===== config.mk =====
export PLATFORM = sky130hd
export DESIGN_NAME = alu_issue_arb
export DESIGN_NICKNAME = d
export VERILOG_FILES = /design/src/rtl/alu_issue_arb.sv
export SDC_FILE = /design/constraint.sdc
export NUM_CORES = 1
export LEC_CHECK = 0
export CORE_UTILIZATION = 34
export CTS_BUF_LIST = sky130_fd_sc_hd__clkbuf_4
export DETAILED_ROUTE_END_ITERATION = 8
export PLACE_DENSITY = 0.84
export SLEW_MARGIN = 40
export SYNTH_ARGS = -nofsm -noshare
export SYNTH_HDL_FRONTEND = slang
export SYNTH_SLANG_ARGS = --single-unit

===== constraint.sdc =====
create_clock -name clk -period 3 [get_ports clk]
set_clock_uncertainty 0.2 [all_clocks]
set_input_delay 0.3 -clock clk [delete_from_list [all_inputs] [get_ports clk]]
set_output_delay 0.3 -clock clk [all_outputs]
set_load 0.005 [all_outputs]

===== src/rtl/alu_issue_arb.sv =====
// Two-slot issue arbiter for the shared registered ALU, with in-flight tracking and a tagged result FIFO.
// Define ALU_ARB_FIXED_PRIO_EN for strict req0 priority; otherwise ties are resolved round-robin.
module alu_issue_arb #(
    parameter int TAG_W     = 4,
    parameter int RES_DEPTH = 2
) (
    input  logic             clk,
    input  logic             rst_n,
    input  logic             req0_valid,
    output logic             req0_ready,
    input  logic [4:0]       req0_aluop,
    input  logic [31:0]      req0_src1,
    input  logic [31:0]      req0_src2,
    input  logic [TAG_W-1:0] req0_tag,
    input  logic             req1_valid,
    output logic             req1_ready,
    input  logic [4:0]       req1_aluop,
    input  logic [31:0]      req1_src1,
    input  logic [31:0]      req1_src2,
    input  logic [TAG_W-1:0] req1_tag,
    output logic [4:0]       alu_op,
    output logic [31:0]      alu_in1,
    output logic [31:0]      alu_in2,
    input  logic [31:0]      alu_out,
    output logic             res_valid,
    input  logic             res_ready,
    output logic [31:0]      res_data,
    output logic [TAG_W-1:0] res_tag,
    output logic             res_src,
    output logic             res_err,
    output logic             busy
);
    localparam int CNT_W = $clog2(RES_DEPTH + 1);
    localparam int OCC_W = CNT_W + 1;
    localparam int PTR_W = (RES_DEPTH > 1) ? $clog2(RES_DEPTH) : 1;
    localparam int ENT_W = 32 + TAG_W + 2;

    function automatic logic op_legal(input logic [4:0] op);
        case (op)
            5'd0, 5'd1, 5'd2, 5'd3, 5'd4, 5'd5, 5'd6, 5'd7, 5'd8, 5'd9,
            5'd16, 5'd17, 5'd18, 5'd22, 5'd24, 5'd26, 5'd28, 5'd30: op_legal = 1'b1;
            default: op_legal = 1'b0;
        endcase
    endfunction

    function automatic logic [PTR_W-1:0] ptr_next(input logic [PTR_W-1:0] p);
        ptr_next = (p == PTR_W'(RES_DEPTH - 1)) ? '0 : p + 1'b1;
    endfunction

    logic [CNT_W-1:0] count;
    logic [PTR_W-1:0] wr_ptr;
    logic [PTR_W-1:0] rd_ptr;
    logic [ENT_W-1:0] mem [RES_DEPTH];
    logic [ENT_W-1:0] head;
    logic             vld_p1;
    logic [TAG_W-1:0] tag_p1;
    logic             src_p1;
    logic             err_p1;
    logic             pop;
    logic             issue_ok;
    logic             grant0;
    logic             grant1;
    logic [OCC_W-1:0] occupancy;

    // Slots already spoken for once this cycle's pop and in-flight push settle.
    assign res_valid = (count != '0);
    assign pop       = res_valid & res_ready;
    assign occupancy = OCC_W'(count) + OCC_W'(vld_p1) - OCC_W'(pop);
    assign issue_ok  = (occupancy < OCC_W'(RES_DEPTH));

`ifdef ALU_ARB_FIXED_PRIO_EN
    always_comb begin
        grant0 = issue_ok & req0_valid;
        grant1 = issue_ok & req1_valid & ~req0_valid;
    end
`else
    logic last_grant;

    always_comb begin
        grant0 = issue_ok & req0_valid & (~req1_valid | last_grant);
        grant1 = issue_ok & req1_valid & (~req0_valid | ~last_grant);
    end

    always_ff @(posedge clk or negedge rst_n) begin
        if (!rst_n) begin
            last_grant <= 1'b1;
        end else if (grant0 | grant1) begin
            last_grant <= grant1;
        end
    end
`endif

    assign req0_ready = grant0;
    assign req1_ready = grant1;

    always_comb begin
        alu_op  = '0;
        alu_in1 = '0;
        alu_in2 = '0;
        if (grant0) begin
            alu_op  = req0_aluop;
            alu_in1 = req0_src1;
            alu_in2 = req0_src2;
        end else if (grant1) begin
            alu_op  = req1_aluop;
            alu_in1 = req1_src1;
            alu_in2 = req1_src2;
        end
    end

    // Stage p1: op sits in the ALU output register; its side info waits here.
    always_ff @(posedge clk or negedge rst_n) begin
        if (!rst_n) begin
            vld_p1 <= 1'b0;
        end else begin
            vld_p1 <= grant0 | grant1;
        end
    end

    always_ff @(posedge clk) begin
        if (grant0 | grant1) begin
            tag_p1 <= grant1 ? req1_tag : req0_tag;
            src_p1 <= grant1;
            err_p1 <= ~op_legal(alu_op);
        end
    end

    // Stage p2: result FIFO; entry payload is not reset, only pointers and count.
    always_ff @(posedge clk) begin
        if (vld_p1) begin
            mem[wr_ptr] <= {(err_p1 ? 32'd0 : alu_out), tag_p1, src_p1, err_p1};
        end
    end

    always_ff @(posedge clk or negedge rst_n) begin
        if (!rst_n) begin
            count  <= '0;
            wr_ptr <= '0;
            rd_ptr <= '0;
        end else begin
            if (vld_p1) wr_ptr <= ptr_next(wr_ptr);
            if (pop)    rd_ptr <= ptr_next(rd_ptr);
            count <= count + CNT_W'(vld_p1) - CNT_W'(pop);
        end
    end

    assign head     = res_valid ? mem[rd_ptr] : '0;
    assign res_data = head[ENT_W-1 -: 32];
    assign res_tag  = head[TAG_W+1:2];
    assign res_src  = head[1];
    assign res_err  = head[0];
    assign busy     = vld_p1 | res_valid;

endmodule


==> summary.md <==
| Metric | Value |
|---|---|
| Status | finished, violations left |
| Failing checks | negative setup slack |
| Largest net degree at the start of global routing | 40 |
| DR vias | 4,337 |
| Synth Area in XOR/XNOR | 0.594% |
| Leading area contributor after synthesis | edfxtp_1 |
| Cell area after synthesis | 4420 um2 |
| Total Wirelength | 19.6 mm |
| Most common cell after layout, fill and taps aside | clkdlybuf4s50_1 |
| Syn Nets | 525 |
| Netlist cell types | 38 |
| Peak supply drop | 592 uV |
| Max Cap Viol | 0 |
| Largest family of logic cells by synthesized area | compound AO/OA/AOI/OAI gates |
| Vias in the first global route | between 4,000 and 5,000 |
| Final Critical Period | 3600 ps |
| Critical Path RT | about 2500 ps |
| Clock Tree Buf Depth | 2 |
| DR iter-0 viols | about 350 |
| WS Path Type | reg -> out |
| CTS buffer count | 9 |
| Setup ws final | -598 ps |
| Critical path capture point type | primary output |
| Die Ht | 116 um |
| CTS H-Tree Depth | 3 |
| DRT Pass-1 Iters | 5 |
| Die footprint | around 13,000 um2 |
| #FFs+latches synth | 88 |
| Routability cong. | 0.886 |
| Finish-stage setup viols | between 70 and 80 |
| Worst-path fanout max | 6 |
| Synth Area in Compound Gates | 15.7% |
| Hold WC Path Type | reg -> reg |
| Worst Setup Start Kind | flop |
| Max Freq | 278 MHz |
| Tcrit/Tclk final | 120% |
| Clk root buf | clkbuf_4 |
| Initial Utilization | 34.9% |
| DR WL/cell | between 20 and 25 um |
| DRC | 0 |
| Most frequent cells in the layout | 222 x clkdlybuf4s50_1, 82 x edfxtp_1, 64 x a22o_1, 53 x buf_2, 40 x nor2_1 |
| Pre-CTS setup slack | -751 ps |
| Worst rel slew slack | 61.6% |
| Register area share after synthesis | 59.1% |
| CTS sink cnt | 88 |
| First-pass GRT wire length | 26.9 mm |
| Worst-margin pin slew | about 580 ps |
| Antenna Nets Post-Route | 0 |
| GRT Total Usage | between 20 and 30% |
| Asr flop ratio synth | between 6 and 7% |
| Top FF cell, synth | edfxtp_1 |
| Pwr dens | 937 nW/um2 |
| Top layer in use | met4 |
| IO Port Bufs | just under 300 |
| Synth Area in Adders | under 10% |
| RSZ-0062 raised after global routing | true |
| Layout area overhead | 83.3% |
| Placeable Area | 12,700 um2 |
| WL met3 | 1.93 mm |
| Nets | around 860 |
| P_leak | 3.33 nW |
| Mapped Avg Cell Area | 13.0 um2 |
| Number of synthesized flops with an enable pin | 82 |
| Drt via density | 5.10 |
| Top-area cell type share of the netlist area | a little under three fifths |
| CTS tree | yes |
| Post-synthesis mux area share | 9.62% |
| Synth Instances | 339 |
| Initial antenna violation count | 0 |
| Clock Latency Late Sink | about 420 ps |
| I/O Pins | between 200 and 300 |
| Clock Pin Slew Worst Setup and Hold Paths | around 130 ps |
| Yosys warns | 0 |
| Met2 wire length | 9.89 mm |
| Tot Pwr | between 7 and 8 mW |
| Critical Path AT | 3100 ps |
| Final hold viol count | 0 |
| Layout fillers | between 1,000 and 1,500 |
| Die Wd | 116 um |
| Total gr overflow | 0 |
| WL met1 | 7.39 mm |
| FP Rows | a little over 40 |
| Post-DP HPWL | 15.0 mm |
| Synth area leaders | edfxtp_1 56%, a22o_1 13%, mux2i_1 8.6%, nor2b_1 4.5%, nor2_1 3.6% |
| Simple logic cell fraction of the synthesized area | 9.90% |
| Share of layout cells above drive strength 1 | 25.1% |
| Fin. max-slew vios | 0 |
## area by class of cell
cell class	count	area (um2)	area share, %
timing repair buffer	351	3350	41.4
sequential	88	2620	32.3
multi-input combinational	215	1750	21.6
tap	172	215	2.66
clock buffer	10	75.1	0.926
clock inverter	6	58.8	0.726
inverter	7	28.8	0.355
antenna	2	5.00	0.0617
## state kept, by name (all words and copies together) (netlist names)
register	cells
count	2
err_p1	1
last_grant	1
mem	76
rd_ptr	1
src_p1	1
tag_p1	4
vld_p1	1
wr_ptr	1
## logic make-up after synthesis
| family | count (synthesis) |
|---|---|
| xor+xnor | 3 |
| fa+ha+maj | 3 |
| simple gates | 87 |
| flops | 88 |
| buf+inv | 36 |
| mux | 42 |
| compound gates | 80 |
## path summary, 6_finish.rpt
check                                     from                     end  slack, ps  depth (start not counted)
max                         count[1]$_DFF_PN0_             alu_in1[26]       -600                         14
min                        tag_p1[2]$_DFFE_PP_     mem[0][4]$_DFFE_PP_        280                          0
max reg2reg                 count[1]$_DFF_PN0_        err_p1$_DFFE_PP_       -240                         16
min reg2reg                tag_p1[2]$_DFFE_PP_     mem[0][4]$_DFFE_PP_        280                          0
max in group asynchronous                rst_n  last_grant$_DFFE_PN1P_       1820                          2
min in group asynchronous                rst_n      count[1]$_DFF_PN0_        490                          2
## power by group
group | total [mW] | internal, mW | leakage [nW] | switching [mW]
Sequential | 1.93 | 1.78 | 0.829 | 0.155
Clock | 0.654 | 0.260 | 0.0719 | 0.393
Combinational | 5.01 | 2.84 | 2.43 | 2.17
Total | 7.60 | 4.88 | 3.33 | 2.72
## repair_timing
item,4_1_cts,5_1_grt
hold endpoints to repair,5,0
endpoints found under the setup margin,83,83
buffers inserted,18,3
pin swaps,40,14
hold buffers,1,0
gates resized for setup,322,20
gates cloned,4,1
## routing by layer
layer  global-route usage, %  up-vias
li1                        -     1957
met1                    34.4     2143
met2                    47.4      211
met3                    10.3       26
met4                    11.4        0
met5                       0        -
## Yosys cell counts (2+ instances only)
| cell type | number |
|---|---|
| buf_2 | 17 |
| a32oi_1 | 2 |
| ha_1 | 2 |
| xor2_1 | 2 |
| nor2_1 | 42 |
| buf_6 | 2 |
| nand2b_1 | 2 |
| buf_4 | 2 |
| nor2b_1 | 32 |
| edfxtp_1 | 82 |
| mux2i_1 | 38 |
| and2_1 | 2 |
| or2_2 | 2 |
| mux2_2 | 4 |
| nand2_1 | 3 |
| inv_1 | 6 |
| clkbuf_1 | 7 |
| a22o_1 | 68 |
| dfrtp_1 | 5 |
## metrics by stage
step | cells | cell area, um2 | util [%] | hold WS, ps | TNS (ps)
finish | 851 | 8110 | 64.0 | 280 | -35320
detailed placement | 811 | 7790 | 61.5 | 235 | -49960
global placement | 811 | 7790 | 61.5 | 225 | -47640
global route | 849 | 8100 | 63.9 | 291 | -46290
floorplan | 339 | 4460 | - | -196 | 0
CTS | 850 | 8130 | 64.2 | 283 | -40830
## worst max-delay path: stages, from the launching register on
cell and delay (ps):
dfrtp_1 410, nor2_2 120, inv_1 60, and2_4 140, ha_4 270, inv_4 40
ha_4 150, inv_2 50, fa_2 460, and4_4 220, buf_12 140, buf_6 110
buf_6 120, a22o_4 260, buf_12 130
No activity file was read; power rests on OpenSTA's default activity.
